### src/rtl/input_debounce.sv
// rtl/input_debounce.sv - 8-channel switch/button debouncer with 2-flop synchronizers.
// Optional step auto-repeat is enabled by defining DEBOUNCE_AUTOREPEAT_EN.
module input_debounce #(
    parameter int DB_CYCLES  = 1_000_000,
    parameter int RPT_DELAY  = 50_000_000,
    parameter int RPT_PERIOD = 10_000_000
) (
    input  logic       clk,
    input  logic       rst,
    input  logic       run_raw,
    input  logic       step_raw,
    input  logic       valid_raw,
    input  logic [4:0] in_raw,
    output logic       run,
    output logic       step,
    output logic       valid,
    output logic [4:0] in,
    output logic [7:0] changed
);

    typedef enum logic [1:0] {S0, C1, S1, C0} db_state_t;

    localparam logic [19:0] DB_LAST = 20'(DB_CYCLES - 1);

    logic [7:0] raw_vec;
    logic [7:0] sync1;
    logic [7:0] sync2;
    logic [7:0] level;
    logic [7:0] chg;

`ifdef DEBOUNCE_AUTOREPEAT_EN
    logic step_dip;
`endif

    assign raw_vec = {in_raw, valid_raw, step_raw, run_raw};

    always_ff @(posedge clk or posedge rst) begin
        if (rst) begin
            sync1 <= '0;
            sync2 <= '0;
        end else begin
            sync1 <= raw_vec;
            sync2 <= sync1;
        end
    end

    for (genvar g = 0; g < 8; g++) begin : g_ch
        db_state_t   st;
        logic [19:0] cnt;
        logic [19:0] cnt_inc;
        logic        lvl;
        logic        pulse;

        assign cnt_inc = cnt + 20'd1;

        // The cycle that moves S0->C1 is the first stable sample, so the commit
        // happens when the incremented count lands on DB_CYCLES-1.
        always_ff @(posedge clk or posedge rst) begin
            if (rst) begin
                st    <= S0;
                cnt   <= '0;
                lvl   <= 1'b0;
                pulse <= 1'b0;
            end else begin
                pulse <= 1'b0;
                case (st)
                    S0: begin
                        if (sync2[g]) begin
                            cnt <= '0;
                            if (DB_CYCLES == 1) begin
                                st    <= S1;
                                lvl   <= 1'b1;
                                pulse <= 1'b1;
                            end else begin
                                st <= C1;
                            end
                        end
                    end
                    C1: begin
                        if (!sync2[g]) begin
                            st  <= S0;
                            cnt <= '0;
                        end else if (cnt_inc == DB_LAST) begin
                            st    <= S1;
                            cnt   <= '0;
                            lvl   <= 1'b1;
                            pulse <= 1'b1;
                        end else begin
                            cnt <= cnt_inc;
                        end
                    end
                    S1: begin
                        if (!sync2[g]) begin
                            cnt <= '0;
                            if (DB_CYCLES == 1) begin
                                st    <= S0;
                                lvl   <= 1'b0;
                                pulse <= 1'b1;
                            end else begin
                                st <= C0;
                            end
                        end
                    end
                    C0: begin
                        if (sync2[g]) begin
                            st  <= S1;
                            cnt <= '0;
                        end else if (cnt_inc == DB_LAST) begin
                            st    <= S0;
                            cnt   <= '0;
                            lvl   <= 1'b0;
                            pulse <= 1'b1;
                        end else begin
                            cnt <= cnt_inc;
                        end
                    end
                    default: begin
                        st  <= S0;
                        cnt <= '0;
                    end
                endcase
            end
        end

        assign level[g] = lvl;
        assign chg[g]   = pulse;

`ifdef DEBOUNCE_AUTOREPEAT_EN
        if (g == 1) begin : g_rpt
            localparam logic [25:0] RD_LAST = 26'(RPT_DELAY - 1);
            localparam logic [25:0] RP_LAST = 26'(RPT_PERIOD - 1);

            logic [25:0] rpt_cnt;
            logic        rpt_on;

            // A dip already in progress is held through C0 so a release mid-dip
            // leaves step low; a bounce back to S1 clears it.
            always_ff @(posedge clk or posedge rst) begin
                if (rst) begin
                    rpt_cnt  <= '0;
                    rpt_on   <= 1'b0;
                    step_dip <= 1'b0;
                end else if (st == S1) begin
                    if (!rpt_on) begin
                        if (rpt_cnt == RD_LAST) begin
                            rpt_on   <= 1'b1;
                            rpt_cnt  <= '0;
                            step_dip <= 1'b1;
                        end else begin
                            rpt_cnt  <= rpt_cnt + 26'd1;
                            step_dip <= 1'b0;
                        end
                    end else begin
                        if (rpt_cnt == RP_LAST) begin
                            rpt_cnt  <= '0;
                            step_dip <= 1'b1;
                        end else begin
                            rpt_cnt <= rpt_cnt + 26'd1;
                            if (rpt_cnt == 26'd1) begin
                                step_dip <= 1'b0;
                            end
                        end
                    end
                end else begin
                    rpt_cnt <= '0;
                    rpt_on  <= 1'b0;
                    if (!(st == C0 && !sync2[1])) begin
                        step_dip <= 1'b0;
                    end
                end
            end
        end
`endif
    end

    assign run = level[0];
`ifdef DEBOUNCE_AUTOREPEAT_EN
    assign step = level[1] & ~step_dip;
`else
    assign step = level[1];
`endif
    assign valid   = level[2];
    assign in      = level[7:3];
    assign changed = chg;

endmodule
### config.mk
export PLATFORM = sky130hd
export DESIGN_NAME = input_debounce
export DESIGN_NICKNAME = d
export VERILOG_FILES = /design/src/rtl/input_debounce.sv
export SDC_FILE = /design/constraint.sdc
export NUM_CORES = 1
export LEC_CHECK = 0
export CAP_MARGIN = 40
export CORE_MARGIN = 4
export CORE_UTILIZATION = 40
export CTS_CLUSTER_SIZE = 16
export DETAILED_ROUTE_END_ITERATION = 7
export PLACE_DENSITY = 0.61
export SKIP_LAST_GASP = 1
export SLEW_MARGIN = 20
export SYNTH_ARGS = -nofsm -noshare
export SYNTH_HDL_FRONTEND = slang
export SYNTH_SLANG_ARGS = --single-unit
### constraint.sdc
create_clock -name clk -period 6.6 [get_ports clk]
set_input_delay 1.32 -clock clk [delete_from_list [all_inputs] [get_ports clk]]
set_output_delay 1.32 -clock clk [all_outputs]
set_load 0.01 [all_outputs]
== Yosys cells after proc, flatten, opt, wreduce, memory -nomap -nowiden ==
Cells that the tools add are included.
Word-level totals
  bits in registers: 208
  input bits: 10
Cells by class
  reduce and logical (&&, ||, !) cells: 40
  add/sub/neg operators: 8
  equality and inequality tests: 96
  mux-type cells: 176
Operators with widths (count)
  20-bit 2-to-1 mux: 40
  20-bit case mux with 4 select lines: 8
  20-bit by 1-bit adder with 20-bit output, second input constant: 8
  20-bit == test, second input constant: 8
  2-bit 2-to-1 mux: 48
  2-bit inequality test, second input constant: 48
  2-bit case mux with 4 select lines: 8
  1-bit 2-to-1 mux: 56
  3-bit inequality test, second input constant: 16
  5-bit AND reduction: 8
  2-bit == test, second input constant: 16
  1-bit case mux with 2 select lines: 16
  4-bit AND reduction: 8
  2-bit by 1-bit == test with 1-bit output, second input constant: 8
  2-bit logical NOT: 8
  2-bit AND reduction: 8
  2-bit nonzero test: 8

== Depth between registers and ports, before layout ==
Gate-level depths: netlist (run 1).
  word-level depth: 5
  depth in mapped cells: 11

== Worst setup path before layout (run 1) ==
OpenSTA, ideal clock, no wires.
  path kind: reg2reg
  start point: register g_ch[2].cnt[0]
  end point: register with a tool-made name
  clock period less this slack: 2.685 ns
  library setup time: 0.125 ns
  buffers on the path: 2
  cell stages (with the launch flop): 10
  path slack: 3.915 ns
  arrival time: 2.560 ns
  cells stage by stage: dfrtp_1 > clkbuf_1 > nand2_1 > nor4_2 > nand4_1 > a22o_1 > or4_1 > clkbuf_1 > nor2_1 > mux2_2
RTL lines
  start, declared: line 49  | logic [19:0] cnt;
  start signal, assigned: line 89  | cnt <= cnt_inc;
  start signal, assigned: line 114  | cnt <= cnt_inc;

== Worst setup path in the final report (run 1) ==
  start point: register g_ch[1].cnt[5]
  end point: register g_ch[1].cnt[18]
Between the ends
  word-level cells in the longest chain between the ends: 5
  elaborated cells on any way between the ends: 6
  those cells by class: 1 x add/sub; 1 x eq/ne; 4 x mux
RTL lines
  start, declared: line 49
  start signal, assigned: line 89
  start signal, assigned: line 114
  20-bit by 1-bit adder with 20-bit output (*): line 54  | assign cnt_inc = cnt + 20'd1;
  20-bit == test: line 83, 108
  20-bit 2-to-1 mux (*): line 83, 108
  20-bit 2-to-1 mux, on equally long branches: line 105, 80
  20-bit case mux with 4 select lines (*): line 66  | case (st)
Every way passes the cells marked *; elsewhere a longest branch is shown, timed or not.
A chain may end at the register's enable or synchronous reset.

==> results of run 1 <==
cell families after synthesis:
logic type	count (synthesis)	synth area share [%]
fa+ha+maj	24	2.17
xor+xnor	61	3.87
mux	19	1.48
buf+inv	180	5.71
simple gates	852	32.9
flops	208	37.7
compound gates	316	16.2
flip-flops by register name, indices dropped and copies added (netlist names), named ones only:
signal and count:
g_ch.lvl 5, sync2 8, valid 1, g_ch.pulse 8, g_ch.cnt 160, step 1
run 1, g_ch.st 8, sync1 8
area by class of cell:
class / instances / area (um2) / area share, %
Tap cell: 448 / 561 / 3.70
Sequential cell: 208 / 5200 / 34.4
Multi-Input combinational cell: 1272 / 7820 / 51.7
Inverter: 58 / 221 / 1.46
Clock buffer: 37 / 783 / 5.18
Timing Repair Buffer: 41 / 407 / 2.69
Clock inverter: 10 / 131 / 0.868
layer usage:
metal  GRT usage, %  up-vias  wire, um
li1               -     5998         -
met3           2.09       62      1180
met1           24.4     5854     15800
met4           4.35        0       768
met5              0        -         0
met2           27.1      250     14900
worst min-delay path by stage:
stage                    endpoint  slack [ps]
3_5_place_dp   sync2[7]$_DFF_PP0_         340
5_1_grt        sync2[1]$_DFF_PP0_         360
4_1_cts        sync2[7]$_DFF_PP0_         350
6_report       sync2[7]$_DFF_PP0_         350
3_3_place_gp   sync2[0]$_DFF_PP0_         330
2_1_floorplan  sync2[0]$_DFF_PP0_         330
stage by stage:
stage,instance area (um2),hold slack [ps]
after floorplan,13800,331
after global placement,14200,332
after detailed placement,14200,337
after CTS,15100,350
after global routing,15100,356
final,15100,348
where the power goes:
group	internal [W]	switching [W]	total [W]	leakage (nW)
sequential	0.00129	0.0000260	0.00132	2.84
combinational	0.0000347	0.0000922	0.000127	2.88
clock	0.000938	0.000555	0.00149	0.453
total	0.00226	0.000673	0.00294	6.17
cells in the final DEF (no fill, tap or decap), drive strengths merged, types with 17 or more instances in the layout:
master and count:
o31ai 19, xnor2 32, nand2 201, a21o 18
nor3 77, and4 20, nand3 142, nor2 109
xor2 29, and3 32, a21oi 22, clkbuf 37
o22ai 17, or4 17, ha 24, clkdlybuf4s50 25
nand4 74, inv 58, o21ai 89, nor4 43
dfrtp 208, and2 24, a211o 26, or3 35
==> impl_metrics.sql, run 1 <==
INSERT INTO impl_metrics (metric_group, metric, value, unit) VALUES
('timing', 'timing.final.hold_violations', '0', ''),
('timing', 'fin_crit', '3520', 'ps'),
('clock_network', 'cts_hold_buf', '0', ''),
('synth', 'ys_warn_count', '0', ''),
('worst_hold_path', 'hold_path_startpoint', 'sync1[7]$_DFF_PP0_', ''),
('timing', 'fmax', '284', 'MHz'),
('timing', 'clock_skew', '7.19', 'ps'),
('critical_path', 'cp.arrival', '3930', 'ps'),
('critical_path', 'endpoint', 'g_ch[1].cnt[18]$_DFFE_PP0P_', ''),
('floorplanning', 'floorplan.die.height', '194', 'um'),
('routing', 'drc_errors', '0', ''),
('synth', 'ys_seq_elements', '208', ''),
('synth', 'synth.yosys.seq_area_share', '37.7', '%'),
('synth', 'ys_top_cells_by_count', 'dfrtp_1 (208), nand2_1 (200), nand3_1 (140)', ''),
('synth', 'yosysTopAreaCell', 'dfrtp_1', ''),
('critical_path', 'critical_setup_path_class', 'reg2reg', ''),
('clock_network', 'cts.reportedPaths.clkPinSlew', '60', 'ps'),
('timing', 'number_of_setup_violations_in_the_final_report', '0', ''),
('status', 'outcome', 'completed', ''),
('finish', 'final_core_utilization', '44.8', '%'),
('critical_path', 'r2r.worst_path.cells', '7', ''),
('timing', 'finalSetupTns', '0', 'ps'),
('routing', 'drt_iter0_markers', '918', ''),
('synth', 'synth_area_per_cell', '8.32', 'um2'),
('clock_network', 'clock-sinks', '208', ''),
('critical_path', 'worstPathCellList', 'nand3_1 > or4_1 > nor4b_1 > o22ai_1 > nor4_4 > nor2_1 > a221o_1', ''),
('critical_path', 'reg2reg_from', 'g_ch[1].cnt[5]$_DFFE_PP0P_', ''),
('pwr', 'totalPowerFinal', '0.00294', 'W'),
('synth', 'netlist_instances', '1660', ''),
('pwr', 'power_density', '194', 'nW/um2'),
('routing', 'drt.antenna.violating_nets', '0', ''),
('finish', 'finish.cell_count_without_fillers', '2074', ''),
('global_routing', 'grt_pass1_vias', '11265', ''),
('global_routing', 'grt-ovfl-total', '0', ''),
('critical_path', 'path_delay_family', 'simple AND/OR/NAND/NOR gates', ''),
('finish', 'area_growth_syn_to_layout', '9.51', '%'),
('floorplanning', 'core-area', '33800', 'um2'),
('clock_network', 'cts_max_level', '1', ''),
('place', 'preCtsSetupSlack', '3130', 'ps'),
('floorplanning', 'die_area', '37600', 'um2'),
('synth', 'post_synth_main_area_contributors', 'dfrtp_1 (38%), nand2_1 (5.4%), nand3_1 (5.1%)', ''),
('finish', 'design.final.nets', '1641', ''),
('floorplanning', 'floorplan.io_pins', '26', ''),
('synth', 'synth.distinct_cells', '81', ''),
('critical_path', 'critical_path_required', '7010', 'ps'),
('critical_path', 'crit_cells', '7', ''),
('clock_network', 'clock-root-buffer', 'clkbuf_16', ''),
('routing', 'detail_route.first_pass.iterations', '7', ''),
('pwr', 'leakagePower', '6.17', 'nW'),
('timing', 'timing_worst_slew_pin_value', '819', 'ps'),
('floorplanning', 'start_util', '40.9', '%'),
('clock_network', 'insertion_delay', '520', 'ps'),
('timing', 'grt_setup_unrepaired', 'no', ''),
('routing', 'totalWireLength', '32600', 'um'),
('place', 'gpl.final_weighted_congestion', '0.932', ''),
('global_routing', 'antenna_found_initial', '0', ''),
('clock_network', 'numCtsBuffers', '26', ''),
('timing', 'slew-limit-headroom', '45.2', '%'),
('finish', 'antenna-diode-count', '0', ''),
('global_routing', 'track_usage', '16.9', '%'),
('clock_network', 'tritoncts', 'yes', ''),
('synth', 'netlist_area_before_placement', '13800', 'um2'),
('synth', 'mappedNetlistNets', '1694', ''),
('synth', 'yosys.cell_count.top_type', 'dfrtp_1', ''),
('routing', 'num_vias', '12164', ''),
('flow_run', 'max_cap_violations', '0', ''),
('global_routing', 'maximum_number_of_pins_on_one_net_before_global_route_repair', '145', ''),
('floorplanning', 'floorplan.die.width', '194', 'um'),
('synth', 'synth_top_area_share', '37.7', '%'),
('timing', 'worst_slack', '3080', 'ps'),
('critical_path', 'cpPeakStageDelay', '740', 'ps');
Note: power is estimated with default switching activity, not from simulation.
==> run 2: changes to the inputs <==
==> constraint.sdc (replaced) <==
create_clock -name clk -period 2.8 [get_ports clk]
set_input_delay 0.56 -clock clk [delete_from_list [all_inputs] [get_ports clk]]
set_output_delay 0.56 -clock clk [all_outputs]
set_load 0.01 [all_outputs]
==> impl_metrics.sql, run 2 (synthesis results as in run 1) <==
INSERT INTO impl_metrics (metric_group, metric, value, unit) VALUES
('status', 'outcome', 'completed', ''),
('timing', 'report.final.slew_viol_count', '0', ''),
('clock_network', 'insertion_delay', '550', 'ps'),
('finish', 'most-common-layout-cells', 'nand2_1 (199), dfrtp_1 (194), buf_4 (167), nand3_1 (136), nor2_1 (108)', ''),
('clock_network', 'cts.reportedPaths.clkPinSlew', '60', 'ps'),
('place', 'preCtsSetupSlack', '-11.4', 'ps'),
('routing', 'drc_errors', '0', ''),
('global_routing', 'track_usage', '17.9', '%'),
('critical_path', 'critical_setup_path_class', 'reg2reg', ''),
('finish', 'design.final.nets', '1797', ''),
('timing', 'fin_crit', '2750', 'ps'),
('timing', 'fmax', '364', 'MHz'),
('pwr', 'internal_power_of_the_cells', '0.00515', 'W'),
('pwr', 'clock_power_share', '49.1', '%'),
('global_routing', 'antenna_found_initial', '0', ''),
('floorplanning', 'floorplan.io_pins', '26', ''),
('timing', 'timing.final.hold_violations', '0', ''),
('finish', 'largest_register_ffs', '160', ''),
('finish', 'layout.cells.most_common', 'nand2_1', ''),
('critical_path', 'reg2reg_from', 'g_ch[4].cnt[0]$_DFFE_PP0P_', ''),
('critical_path', 'critical_path_required', '3230', 'ps'),
('global_routing', 'maximum_number_of_pins_on_one_net_before_global_route_repair', '73', ''),
('global_routing', 'grt-ovfl-total', '0', ''),
('finish', 'register_with_the_most_flip_flops', 'g_ch.cnt', ''),
('floorplanning', 'die_area', '37600', 'um2'),
('critical_path', 'critPathLaunchType', 'flip-flop', ''),
('place', 'dpl.hpwl', '24600', 'um'),
('routing', 'totalWireLength', '35100', 'um'),
('global_routing', 'grt_pass1_wl', '59500', 'um'),
('timing', 'worst_slack', '49.1', 'ps'),
('clock_network', 'clock-root-buffer', 'clkbuf_16', ''),
('floorplanning', 'start_util', '40.9', '%'),
('timing', 'number_of_setup_violations_in_the_final_report', '0', ''),
('pwr', 'leakagePower', '6.99', 'nW'),
('pwr', 'combinationalPowerShare', '5.2', '%'),
('timing', 'hold_worst_slack', '345', 'ps'),
('clock_network', 'clock-sinks', '208', ''),
('routing', 'detail_route.first_pass.iterations', '6', ''),
('timing', 'grt_setup_unrepaired', 'yes', ''),
('pwr', 'net-switching-power', '0.00163', 'W'),
('clock_network', 'numCtsBuffers', '27', ''),
('critical_path', 'crit_start', 'g_ch[4].cnt[0]$_DFFE_PP0P_', ''),
('floorplanning', 'floorplan.die.width', '194', 'um'),
('pwr', 'power_density', '413', 'nW/um2'),
('timing', 'finalSetupTns', '0', 'ps'),
('routing', 'drt_iter0_markers', '881', ''),
('critical_path', 'endpoint_kind', 'flip-flop', ''),
('flow_run', 'max_cap_violations', '0', ''),
('finish', 'antenna-diode-count', '0', ''),
('floorplanning', 'rows', '67', ''),
('worst_hold_path', 'min-delay-path-class', 'in2async', ''),
('clock_network', 'max_clock_buf_depth', '3', ''),
('timing', 'timing_worst_slew_pin_value', '792', 'ps'),
('routing', 'num_vias', '12856', ''),
('pwr', 'power_frac_seq', '45.7', '%'),
('routing', 'detail_route.vias_per_cell', '5.76', ''),
('clock_network', 'cts_hold_buf', '0', ''),
('pwr', 'totalPowerFinal', '0.00678', 'W'),
('clock_network', 'cts_max_level', '1', ''),
('pwr', 'vdd.ir_drop.worst', '0.470', 'mV'),
('routing', 'drt.antenna.violating_nets', '0', ''),
('finish', 'finish.cell_count_without_fillers', '2231', ''),
('timing', 'clock_skew', '11.3', 'ps'),
('place', 'gpl.final_weighted_congestion', '0.875', ''),
('timing', 'post-route-period-util', '98.2', '%'),
('clock_network', 'tritoncts', 'yes', ''),
('floorplanning', 'core-area', '33800', 'um2'),
('pwr', 'netSwitchingFraction', '24.1', '%'),
('routing', 'routedWlPerCell', '15.7', 'um'),
('place', 'placed_cells', '2175', ''),
('timing', 'slew-limit-headroom', '47.0', '%'),
('global_routing', 'grt_pass1_vias', '12236', ''),
('floorplanning', 'floorplan.die.height', '194', 'um'),
('place', 'place.port_buffers', '25', ''),
('finish', 'area_growth_syn_to_layout', '18.7', '%'),
('critical_path', 'cp.arrival', '3180', 'ps'),
('critical_path', 'critical_path.max_fanout', '11', ''),
('finish', 'final_layout_size_suffix_gt1_share', '16.3', '%');
[run 2: cell types whose count changed in the layout (fill, tap and decap cells not counted), moves of 3 or more]
| cell | delta |
|---|---|
| buf_4 | +154 |
| clkbuf_1 | +8 |
| clkbuf_8 | -3 |
| dfrtp_1 | -14 |
| dfrtp_2 | +14 |
| nand3_1 | -4 |
| nand3_2 | +4 |
| nor4_1 | -10 |
| nor4_2 | +8 |
[run 2: critical path, cell delays in order, from the launching register on]
cell and delay (ps):
dfrtp_2 450, ha_1 240, nor2b_1 280, nand4_1 130, a211oi_1 420, o211ai_1 240
or4_4 560, mux2_4 310
[run 2: layout make-up]
cell class                      count  area, um2
Tap cell                          448        561
Clock buffer                       42        772
Inverter                           58        221
Multi-Input combinational cell   1272       7970
Clock inverter                      7       78.8
Fill cell                        3271      17400
Timing Repair Buffer              196       1580
Sequential cell                   208       5220
[run 2: power by group through the flow]
stage	logic [W]	registers (W)	clock network, W
after floorplan	0.000210	0.00314	0
after global placement	0.000352	0.00314	0
after detailed placement	0.000356	0.00315	0
after CTS	0.000358	0.00309	0.00345
after global routing	0.000405	0.00310	0.00358
final	0.000353	0.00310	0.00333
[run 2: worst paths after layout]
kind                                               end  slack, ps  cells past startpoint
max                                          flip-flop         50                      7
min                         g_ch[6].cnt[9]$_DFFE_PP0P_        350                      2
max reg2reg                                  flip-flop         50                      7
min reg2reg                         sync2[6]$_DFF_PP0_        350                      0
max in group asynchronous  g_ch[3].cnt[10]$_DFFE_PP0P_       1600                      4
min in group clk                    sync2[6]$_DFF_PP0_        350                      0
[run 2: metal layers]
metal / vias to the layer above / part of all wire (%) / GRT usage (%)
li1: 6308 / - / -
met1: 6178 / 47 / 25.3
met2: 314 / 46 / 29.4
met3: 56 / 4.6 / 2.36
met4: 0 / 2.1 / 4.19
met5: - / 0 / 0
[run 2: stage by stage]
| stage | area, um2 | util [%] |
|---|---|---|
| after global routing | 16400 | 48.6 |
| after floorplan | 13800 | - |
| final | 16400 | 48.6 |
| after global placement | 15300 | 45.4 |
| after CTS | 16200 | 47.9 |
| after detailed placement | 15300 | 45.4 |
[run 2: what timing repair did]
item / in CTS / in global routing
setup buffers: 0 / 7
resized for setup: 1 / 44
setup endpoints to repair: 3 / 78
pin swaps: 0 / 11
==> run 3: changes to the inputs <==
--- a/config.mk
+++ b/config.mk
@@ -5,12 +5,16 @@
 export SDC_FILE = /design/constraint.sdc
 export NUM_CORES = 1
 export LEC_CHECK = 0
+export ABC_AREA = 1
 export CAP_MARGIN = 40
+export CELL_PAD_IN_SITES_DETAIL_PLACEMENT = 0
+export CELL_PAD_IN_SITES_GLOBAL_PLACEMENT = 1
 export CORE_MARGIN = 4
 export CORE_UTILIZATION = 40
 export CTS_CLUSTER_SIZE = 16
 export DETAILED_ROUTE_END_ITERATION = 7
-export PLACE_DENSITY = 0.61
+export GPL_ROUTABILITY_DRIVEN = 0
+export PLACE_DENSITY = 0.78
 export SKIP_LAST_GASP = 1
 export SLEW_MARGIN = 20
 export SYNTH_ARGS = -nofsm -noshare
==> impl_metrics.sql, run 3 <==
INSERT INTO impl_metrics (metric_group, metric, value, unit) VALUES
('status', 'outcome', 'completed', ''),
('synth', 'ys_warn_count', '0', ''),
('synth', 'yosysTopAreaCell', 'dfrtp_1', ''),
('global_routing', 'grt_pass1_wl', '54600', 'um'),
('global_routing', 'track_usage', '17.5', '%'),
('synth', 'yosys_most_used_dff', 'dfrtp_1', ''),
('global_routing', 'grt-ovfl-total', '0', ''),
('critical_path', 'reg2reg_from', 'g_ch[0].cnt[1]$_DFFE_PP0P_', ''),
('timing', 'post-route-period-util', '85.6', '%'),
('clock_network', 'max_clock_buf_depth', '3', ''),
('synth', 'netlist_area_before_placement', '13300', 'um2'),
('finish', 'final_core_utilization', '45.0', '%'),
('finish', 'finish.cell_count_without_fillers', '2343', ''),
('timing', 'worst_slack', '403', 'ps'),
('critical_path', 'cp.arrival', '2820', 'ps'),
('floorplanning', 'floorplan.die.width', '190', 'um'),
('synth', 'mappedNetlistNets', '1897', ''),
('global_routing', 'maximum_number_of_pins_on_one_net_before_global_route_repair', '75', ''),
('routing', 'detail_route.first_pass.iterations', '6', ''),
('synth', 'synth.distinct_cells', '34', ''),
('clock_network', 'clock-sinks', '208', ''),
('place', 'place.port_buffers', '25', ''),
('pwr', 'vdd.ir_drop.worst', '0.471', 'mV'),
('critical_path', 'crit_start', 'g_ch[0].cnt[1]$_DFFE_PP0P_', ''),
('critical_path', 'rrSetupSlack', '400', 'ps'),
('timing', 'slew-limit-headroom', '48.7', '%'),
('flow_run', 'max_cap_violations', '0', ''),
('pwr', 'clock_power_share', '35.7', '%'),
('floorplanning', 'core-area', '32600', 'um2'),
('place', 'dpl.hpwl', '22200', 'um'),
('timing', 'fin_crit', '2400', 'ps'),
('clock_network', 'cts_max_level', '1', ''),
('floorplanning', 'start_util', '40.6', '%'),
('finish', 'area_growth_syn_to_layout', '10.8', '%'),
('finish', 'final_layout_size_suffix_gt1_share', '9.78', '%'),
('pwr', 'power_density', '595', 'nW/um2'),
('place', 'preCtsSetupSlack', '403', 'ps'),
('timing', 'timing.final.hold_violations', '0', ''),
('floorplanning', 'rows', '66', ''),
('synth', 'ys_seq_elements', '208', ''),
('synth', 'synth.yosys.seq_area_share', '39.3', '%'),
('pwr', 'totalPowerFinal', '0.00874', 'W'),
('finish', 'most-common-layout-cells', 'nand2_1 (561), inv_1 (240), dfrtp_1 (208), nor2_1 (177), nand3_1 (166)', ''),
('clock_network', 'cts_setup_buffers', '0', ''),
('timing', 'fmax', '417', 'MHz'),
('routing', 'drc_errors', '0', ''),
('clock_network', 'clock-root-buffer', 'clkbuf_16', ''),
('timing', 'grt_setup_unrepaired', 'no', ''),
('clock_network', 'insertion_delay', '540', 'ps'),
('routing', 'detail_route.vias_per_cell', '4.99', ''),
('routing', 'totalWireLength', '31400', 'um'),
('place', 'placed_cells', '2300', ''),
('timing', 'report.final.slew_viol_count', '0', ''),
('clock_network', 'numCtsBuffers', '26', ''),
('timing', 'clock_skew', '23.0', 'ps'),
('critical_path', 'critical_setup_path_class', 'reg2reg', ''),
('synth', 'netlist_instances', '1863', ''),
('worst_hold_path', 'min-delay-path-class', 'in2async', ''),
('timing', 'finalSetupTns', '0', 'ps'),
('finish', 'register_with_the_most_flip_flops', 'g_ch.cnt', ''),
('synth', 'synth_enable_flop_cells', '0', ''),
('pwr', 'netSwitchingFraction', '35.9', '%'),
('pwr', 'combinationalPowerShare', '24.5', '%'),
('pwr', 'leakagePower', '6.05', 'nW'),
('floorplanning', 'floorplan.io_pins', '26', ''),
('clock_network', 'post_cts.resized_instances', '0', ''),
('global_routing', 'grt_pass1_vias', '11455', ''),
('timing', 'number_of_setup_violations_in_the_final_report', '0', ''),
('pwr', 'net-switching-power', '0.00313', 'W'),
('floorplanning', 'die_area', '36100', 'um2'),
('critical_path', 'critPathLaunchType', 'flip-flop', ''),
('finish', 'largest_register_ffs', '160', ''),
('clock_network', 'tritoncts', 'yes', ''),
('finish', 'antenna-diode-count', '0', ''),
('synth', 'yosys.cell_count.top_type', 'nand2_1', ''),
('synth', 'synth_async_sr_flop_share', '100', '%'),
('synth', 'ys_top_cells_by_count', 'nand2_1 (561), inv_1 (241), dfrtp_1 (208)', ''),
('critical_path', 'critical_path_required', '3220', 'ps'),
('pwr', 'internal_power_of_the_cells', '0.00560', 'W'),
('synth', 'synth_area_per_cell', '7.11', 'um2'),
('synth', 'synth_top_area_share', '39.3', '%'),
('finish', 'design.final.nets', '1920', ''),
('finish', 'layout.cells.most_common', 'nand2_1', ''),
('clock_network', 'cts_hold_buf', '0', ''),
('critical_path', 'critical_path.max_fanout', '23', ''),
('critical_path', 'endpoint_kind', 'flip-flop', ''),
('pwr', 'power_frac_seq', '39.8', '%'),
('floorplanning', 'floorplan.die.height', '190', 'um'),
('critical_path', 'r2r.worst_path.cells', '14', ''),
('synth', 'post_synth_main_area_contributors', 'dfrtp_1 (39%), nand2_1 (16%), inv_1 (6.8%)', ''),
('global_routing', 'antenna_found_initial', '0', ''),
('clock_network', 'cts.reportedPaths.clkPinSlew', '60', 'ps'),
('routing', 'drt_iter0_markers', '627', ''),
('timing', 'timing_worst_slew_pin_value', '769', 'ps'),
('routing', 'num_vias', '11702', ''),
('routing', 'drt.antenna.violating_nets', '0', ''),
('routing', 'routedWlPerCell', '13.4', 'um');
==> run 3: changes by cell type after synthesis, sizes merged, moves of 35 or more <==
cell	delta
inv	+191
nand3	+38
nor4	-43
or3	-35
nand4	-35
nand2	+390
clkbuf	-51
nor3	-66
nor2	+113
o22ai	+103
==> run 3: cell families (layout without fill, tap and decap cells) <==
group / Yosys count / count (layout) / share of synthesized area, %
and+or+nand+nor: 1072 / 1072 / 36.3
buffers and inverters: 300 / 338 / 9.58
AOI/OAI and AO/OA: 223 / 223 / 10.1
DFF: 208 / 208 / 39.3
xor gates and xnor gates: 36 / 36 / 2.44
adders and majority gates: 24 / 24 / 2.27
==> run 3: worst max-delay path: stages (launching register included) <==
cell,delay (ps)
dfrtp_1,430
ha_1,280
nand3_1,140
inv_1,120
nand2_1,100
nor2_1,130
nor2_1,50
nor2_1,130
nand2_1,80
nor2_1,120
nand3_2,120
nand2_2,400
nand2_1,90
nand2_1,70
nand2_1,40
==> run 3: power by group through the flow <==
stage | clock [W] | sequential (W) | combinational (W)
after CTS | 0.00324 | 0.00348 | 0.00216
final | 0.00312 | 0.00348 | 0.00214
after floorplan | 0 | 0.00347 | 0.00164
after global placement | 0 | 0.00352 | 0.00213
after detailed placement | 0 | 0.00353 | 0.00216
after global routing | 0.00334 | 0.00353 | 0.00239
==> run 3: cell type report <==
class	count	area (um2)
tap	442	553
multi-input combinational	1355	6780
fill	3334	17900
clock buffer	36	749
clock inverter	7	35.0
sequential	208	5200
inverter	253	953
timing repair buffer	42	413
==> run 3: per-stage QoR <==
stage | hold WS (ps) | instance area [um2]
floorplan | 331 | 13300
global placement | 333 | 13900
detailed placement | 337 | 13900
CTS | 319 | 14700
global route | 328 | 14700
finish | 340 | 14700
==> run 3: per-layer routing <==
metal  vias to the layer above  wire, um  global-route usage, %
met5                         -         0                      0
met4                         0       638                   3.78
met3                        43      1180                   2.50
met2                       178     14400                   29.7
met1                      5424     15200                   23.9
li1                       6057         -                      -
==> run 3: worst min path at each step <==
stage,from,end,slack (ps)
detailed placement,sync1[7]$_DFF_PP0_,sync2[7]$_DFF_PP0_,340
finish,rst,sync1[4]$_DFF_PP0_,340
global route,rst,sync1[4]$_DFF_PP0_,330
global placement,sync1[3]$_DFF_PP0_,sync2[3]$_DFF_PP0_,330
floorplan,sync1[0]$_DFF_PP0_,sync2[0]$_DFF_PP0_,330
CTS,rst,sync1[4]$_DFF_PP0_,320
